<file path="config.mk">
export PLATFORM = sky130hd
export DESIGN_NAME = popcount_seq
export DESIGN_NICKNAME = d
export VERILOG_FILES = /design/src/rtl/popcount_pkg.sv /design/src/rtl/nib_ones4.sv /design/src/rtl/popcount_seq.sv
export SDC_FILE = /design/constraint.sdc
export NUM_CORES = 1
export LEC_CHECK = 0
export BUFFER_PORTS_ARGS = -buffer_cell sky130_fd_sc_hd__buf_2
export CAP_MARGIN = 20
export CORE_AREA = 2 2 66 68
export CTS_CLUSTER_SIZE = 10
export DETAILED_ROUTE_END_ITERATION = 10
export DIE_AREA = 0 0 68 70
export HOLD_SLACK_MARGIN = 0.12
export PLACE_DENSITY = 0.86
export SLEW_MARGIN = 15
export SYNTH_ARGS = -nofsm -noshare
export SYNTH_HDL_FRONTEND = slang
export SYNTH_SLANG_ARGS = --single-unit
</file>
<file path="constraint.sdc">
create_clock -name clk -period 7.5 [get_ports clk]
set_input_delay 0.375 -clock clk [delete_from_list [all_inputs] [get_ports clk]]
set_output_delay 0.375 -clock clk [all_outputs]
set_load 0.005 [all_outputs]
</file>
<file path="src/rtl/popcount_pkg.sv">
// ============================================================================
// Module      : popcount_pkg
// Description : Shared state encoding and count-width helper for popcount_seq.
// Revision    : 1.0 - initial release
// ============================================================================
`default_nettype none

package popcount_pkg;

   typedef enum logic [1:0] {
      ST_IDLE = 2'd0,
      ST_RUN  = 2'd1,
      ST_DONE = 2'd2
   } state_t;

   // Bits needed to hold a count from 0 up to and including w.
   function automatic int cw_of(input int w);
      return $clog2(w + 1);
   endfunction

endpackage

`default_nettype wire

</file>
<file path="src/rtl/nib_ones4.sv">
// ============================================================================
// Module      : nib_ones4
// Description : Combinational ones-count of a 4-bit nibble (0..4).
// Revision    : 1.0 - initial release
// ============================================================================
`default_nettype none

module nib_ones4 (
   input  logic [3:0] nib,
   output logic [2:0] ones
);

   assign ones = {2'b00, nib[0]} + {2'b00, nib[1]} + {2'b00, nib[2]} + {2'b00, nib[3]};

endmodule

`default_nettype wire

</file>
<file path="src/rtl/popcount_seq.sv">
// ============================================================================
// Module      : popcount_seq
// Description : Sequential popcount, one nibble per cycle, valid/ready I/O.
// Revision    : 1.0 - initial release
// ============================================================================
`default_nettype none

module popcount_seq
   import popcount_pkg::*;
#(
   parameter  int WIDTH = 32,
   localparam int NIBS  = WIDTH / 4,
   localparam int CW    = cw_of(WIDTH)
) (
   input  logic          clk,
   input  logic          rst,
   input  logic          in_valid,
   input  logic [WIDTH-1:0] in_data,
   output logic          in_ready,
   input  logic          abort,
   output logic          out_valid,
   input  logic          out_ready,
   output logic [CW-1:0] out_count,
   output logic          out_all_ones,
   output logic          out_parity
);

   localparam int IW = (NIBS > 1) ? $clog2(NIBS) : 1;
   localparam logic [IW-1:0] c_last_idx = IW'(NIBS - 1);
   localparam logic [CW-1:0] c_full     = CW'(WIDTH);

   state_t           r_state;
   state_t           w_next;
   logic [WIDTH-1:0] r_shift;
   logic [CW-1:0]    r_acc;
   logic [IW-1:0]    r_idx;
   logic [2:0]       w_nib_ones;

   // A single nibble counter is shared across all steps of a job.
   nib_ones4 u_nib (
      .nib  (r_shift[3:0]),
      .ones (w_nib_ones)
   );

   always_comb begin
      w_next = r_state;
      case (r_state)
         ST_IDLE: if (in_valid)             w_next = ST_RUN;
         ST_RUN:  if (r_idx == c_last_idx)  w_next = ST_DONE;
         ST_DONE: if (out_ready)            w_next = ST_IDLE;
         default:                           w_next = ST_IDLE;
      endcase
      if (abort) w_next = ST_IDLE;
   end

   always_ff @(posedge clk or posedge rst) begin
      if (rst) begin
         r_state <= ST_IDLE;
         r_shift <= '0;
         r_acc   <= '0;
         r_idx   <= '0;
      end else begin
         r_state <= w_next;
         if (abort) begin
            r_acc <= '0;
            r_idx <= '0;
         end else begin
            case (r_state)
               ST_IDLE: if (in_valid) begin
                  r_shift <= in_data;
                  r_acc   <= '0;
                  r_idx   <= '0;
               end
               ST_RUN: begin
                  r_acc   <= r_acc + {{(CW-3){1'b0}}, w_nib_ones};
                  r_shift <= r_shift >> 4;
                  r_idx   <= r_idx + IW'(1);
               end
               default: ;
            endcase
         end
      end
   end

   assign in_ready     = (r_state == ST_IDLE);
   assign out_valid    = (r_state == ST_DONE);
   assign out_count    = r_acc;
   assign out_all_ones = (r_acc == c_full);
   assign out_parity   = r_acc[0];

endmodule

`default_nettype wire
</file>
==> Word-level counts from Yosys, hierarchy flattened <==
Index checks and enable logic that the tools add are counted.
{ "totals": {"ff_bits": 43, "latchBits": 0, "ramBits": 0, "mem_bits_ro": 0, "inputBits": 37, "out_inout_bits": 10, "wordCells": 37, "mem_count": 0} }
{ "classes": {"addsub": 5, "mul": 0, "n_div": 0, "order_cmp": 0, "n_eq_ne": 8, "shifts": 0, "n_mux": 13, "n_bitwise": 1, "reduce_logical": 6} }
{ "ops": {"columns": ["cell", "n"], "rows": [
  ["one-hot mux 32 bit (2 select lines)", 1],
  ["two-way mux 32 bit", 1],
  ["two-way mux 6 bit", 2],
  ["one-hot mux 6 bit (2 select lines)", 1],
  ["two-way mux 2 bit", 4],
  ["adder 3 x 1 -> 3 bit", 2],
  ["adder 6 x 3 -> 6 bit", 1],
  ["== test 6 bit (second input constant)", 1],
  ["two-way mux 3 bit", 2],
  ["inequality test 3 x 2 -> 1 bit (second input constant)", 2],
  ["one-hot mux 2 bit (3 select lines)", 1],
  ["one-hot mux 3 bit (2 select lines)", 1],
  ["AND reduction 3 bit", 2],
  ["adder 3 x 1 -> 3 bit (second input constant)", 1],
  ["== test 3 bit (second input constant)", 1],
  ["inequality test 3 bit (second input constant)", 1],
  ["nonzero test 3 bit", 1],
  ["adder 1 x 1 -> 2 bit", 1],
  ["== test 2 x 1 -> 1 bit (second input constant)", 1],
  ["== test 2 bit (second input constant)", 1],
  ["logical NOT 2 bit", 1],
  ["inequality test 2 bit (second input constant)", 1],
  ["AND reduction 2 bit", 1],
  ["nonzero test 2 bit", 1],
  ["NOT 1 bit", 1]
]} }

==> Depth between registers and ports, before layout <==
{ "depth": {"depth_word": 6, "ltp_mapped": 11, "depth_no_buf": 11} }

==> By module <==
Synthesis repeated with hierarchy kept, for this count alone.
{ "unflattened": {"cells_unflattened": 172, "area_unflattened_um2": 2541.2} }
{ "by_module_without_submodules": {"columns": ["module", "n_inst", "cells_each", "area_each_um2", "seq_area_each_um2"], "rows": [
  ["popcount_seq", 1, 164, 2477.4, 1076.0],
  ["nib_ones4", 1, 8, 63.8, 0.0]
]} }

==> Worst setup path after synthesis <==
No wires, ideal clock.
{ "synth_path": {"path_kind": "reg2reg", "startpoint": "register r_shift[0]", "endpoint": "register r_acc[4] (netlist: out_count[4])", "setup_time_ps": 118, "arrival_time_ps": 2256, "t_required_ps": 7382, "slack_ps": 5126, "stages_incl_launch_ff": 12, "n_path_buf": 0, "period_less_slack_ps": 2374, "cell_sequence": "dfrtp_1 > ha_1 > inv_1 > fa_1 > inv_1 > ha_1 > inv_1 > fa_1 > nor2b_1 > o21ai_0 > a21o_1 > a21o_1"} }
{ "synth_between": {"elab_chain_len": 6} }
{ "synth_rtl": {"columns": ["element", "line_no", "source"], "rows": [
  ["start: declaration", "popcount_seq.sv:34", "logic [WIDTH-1:0] r_shift;"],
  ["start signal: assignment", "popcount_seq.sv:70", "r_shift <= in_data;"],
  ["start signal: assignment", "popcount_seq.sv:76", "r_shift <= r_shift >> 4;"],
  ["adder 1 x 1 -> 2 bit", "nib_ones4.sv:13", "assign ones = {2'b00, nib[0]} + {2'b00, nib[1]} + {2'b00, nib[2]} + {2'b00, nib[3]};"],
  ["adder 3 x 1 -> 3 bit (2 in a row)", "nib_ones4.sv:13", null],
  ["adder 6 x 3 -> 6 bit", "popcount_seq.sv:75", "r_acc <= r_acc + {{(CW-3){1'b0}}, w_nib_ones};"],
  ["one-hot mux 6 bit (2 select lines)", "popcount_seq.sv:68", "case (r_state)"],
  ["two-way mux 6 bit", "popcount_seq.sv:64", "if (abort) begin"],
  ["end signal: assignment", "popcount_seq.sv:75", null],
  ["end: declaration", "popcount_seq.sv:35", "logic [CW-1:0] r_acc;"]
]} }
Every way passes these cells.
A chain may end at the register's enable or synchronous reset.

==> Worst setup path after layout <==
Ends and elaborated chain as after synthesis.

==> results.ini <==
[worst_hold_path]
hp-class=in -> async

[sta]
finalMaxSlewViolations=0
rsz0062_at_grt=no
worst_pin_slew_ps=1070
finalCritPeriodShare=0.342
clock.fmax_mhz=390
finClkSkew_ps=6.11
fin_ws_ps=4930
slew_headroom=0.283
fin_setup_tns_ps=0
finalSetupViolations=0
finalHoldViolCount=0
min_period_ps=2570

[logic_synthesis]
synth_cells=212
syn-num-nets=258
ys_seq_area_frac=0.469
synth-warning-count=0
ys_types=30
netlist_area_sq_mm=0.00229
synth-edff-count=0
syn_avg_cell_area_sq_um=10.8
ys_ff_latch=43
ys.flop_type=dfrtp_1
synthArstFlopShare=1.00

[power_and_ir_drop]
power_uw=621
powerDensity_mw_per_mm2=236
combinationalPowerShare=0.203
power.leakage_uw=0.00138
power.internal_uw=453
max-vdd-ir-drop_uv=126
power.share.clock=0.341
seq_power_share=0.456
switching_share=0.271
p_sw_uw=168

[grt]
grt.total_usage=0.206
grt_max_degree=59
grt_pass1_wl_um=7430
overflow=0
grt_pass1_vias=1660
antenna_found_initial=0

[place]
post-place-ws_ps=4960
postPlaceCellArea_sq_mm=0.00249
port_buffers=46
hpwl_um=3040
place.gp.congestion=0.732

[final_layout]
nFillCells=353
multiInputGateArea_sq_mm=0.00106
post-route-cell-area_sq_mm=0.00264
syn_to_final_growth_pct=15.0
diodes=0
nNetsFinal=301
seqCellArea_sq_mm=0.00108
drive_gt1_frac=0.344

[worst_setup_path]
r2r_start=r_shift[0]
crit_required_ps=7690
startpoint_type=register
cp_num_buf_inv=3
path_class=reg -> reg
path_max_fanout=2
end_kind=register
crit_chain=ha_1 > inv_1 > fa_1 > inv_1 > ha_1 > inv_1 > fa_1 > nor2b_1 > o21ai_0 > a21o_1 > a21o_1
r2r_cells=11
crit_arrival_ps=2760
r2r_slack_ps=4930
setup.worst_path.start=r_shift[0]
max_stage_delay_ps=410
crit_top_cell=inv_1
slowest_stage=fa_1
r2r-end=out_count[4]
cp_top_family=adder cells

[floorplanning]
die_h_um=70
initial_core_util=0.553
fp-row-count=24
die_x_um=68
dieArea_sq_mm=0.00476
num_io_pins=47
core_area_sq_mm=0.00414

[clock_tree]
cts_tree=yes
post_cts_buffers=0
clk_latency_ps=290
cts_hold_buf=0
cts-root-buf=clkbuf_8
cts_resized=0
clk_pin_slew_worst_paths_ps=80
htreeDepth=2
cts_made_buffers=5
cts_buffer_depth=2
clkSinkCount=43

[run]
drv_cap=0

[detailed_routing]
ant_nets=0
wl_per_cell_um=14.1
routed_wl_um=4330
vias=1617
remaining_drc_errors=0
drt-pass1-iter-count=4
drtIter0Drc=143
routed_via_density=5.25

[outcome]
outcome=finished, final reports clean

-- metal layers --
layer | up-vias | part of all wire | GRT usage
met4 | 0 | 0.0092 | 0.0600
met5 | - | 0 | 0
met1 | 761 | 0.43 | 0.274
met2 | 35 | 0.52 | 0.337
met3 | 5 | 0.040 | 0.0419
li1 | 816 | - | -
-- through the flow --
step           utilization  std cells  hold WS, ps
2_1_floorplan            -        212          441
3_3_place_gp         0.601        299          460
3_5_place_dp         0.601        299          465
4_1_cts              0.633        307          215
5_1_grt              0.636        308          260
6_report             0.636        308          197
-- flip-flops by register name (all words and copies together), names as in the netlist --
signal and flops:
out_count 6, r_idx 3, r_shift 32, r_state 2
-- worst register-to-register path, stage by stage (launching register included) --
cell and delay (ps):
dfrtp_1 390, ha_1 310, inv_1 80, fa_1 410
inv_1 70, ha_1 160, inv_1 60, fa_1 400
nor2b_1 120, o21ai_0 110, a21o_1 200, a21o_1 170
-- cells in the mapped netlist, types with 2 or more instances --
cell type	instances	area, sq um
fa_1	2	40.0
o21ai_1	4	20.0
nand2b_1	2	12.5
o21ai_0	5	25.0
a21o_1	4	30.0
nand2_1	40	150
nor2_1	3	11.3
nor3_1	4	20.0
o21ai_2	28	245
buf_6	7	78.8
mux2i_1	29	290
nor2b_1	2	12.5
ha_1	7	87.6
a22o_1	3	26.3
inv_1	12	45.0
buf_4	4	30.0
dfrtp_1	43	1080
-- cell families (layout without fill, tap and decap cells) --
logic type | Yosys count | in the layout | synth area share
flops | 43 | 43 | 0.469
xor+xnor | 1 | 1 | 0.00382
buf+inv | 25 | 69 | 0.0710
mux | 29 | 29 | 0.127
fa+ha+maj | 9 | 9 | 0.0557
compound gates | 50 | 50 | 0.171
simple gates | 55 | 55 | 0.102
-- layout make-up --
type / instances / share of cell area
Timing Repair Buffer: 49 / 0.0987
Multi-Input combinational cell: 144 / 0.401
Clock buffer: 6 / 0.0275
Clock inverter: 2 / 0.0228
Sequential cell: 43 / 0.408
Inverter: 12 / 0.0171
Tap cell: 52 / 0.0247
-- cells in the final DEF (no fill, tap or decap) --
cell type  instances
o21ai_1            4
buf_8              1
ha_1               7
and2b_1            1
buf_2             46
a22oi_1            1
nor2_1             3
inv_1             11
a21oi_1            1
o22ai_1            1
nand2_1           40
dfrtp_1           43
xor2_1             1
clkinv_1           1
buf_4              2
or4_1              1
a22o_1             3
nor2_2             1
fa_1               2
nand2b_1           2
a211o_1            1
o21ba_2            1
nor3_1             4
o21ai_0            5
a21o_1             4
clkbuf_8           5
o2111ai_1          1
nor2b_1            1
o21ai_2           28
clkbuf_1           1
or3_2              1
mux2i_1           29
nor2b_2            1
bufinv_16          2
-- power groups by stage --
stage	Combinational, uW	Sequential (uW)	Clock (uW)
finish	126	283	212
global placement	118	285	0
global route	146	288	224
floorplan	99.7	282	0
CTS	128	284	213
detailed placement	126	288	0
-- worst max path at each step --
stage	depth (start not counted)	slack (ps)	endpoint
2_1_floorplan	11	5130	out_count[4]
3_3_place_gp	11	5070	out_count[4]
3_5_place_dp	11	4960	out_count[4]
4_1_cts	11	4920	out_count[4]
5_1_grt	11	4800	out_count[4]
6_report	11	4930	out_count[4]
(Power assumes the default switching activity.)
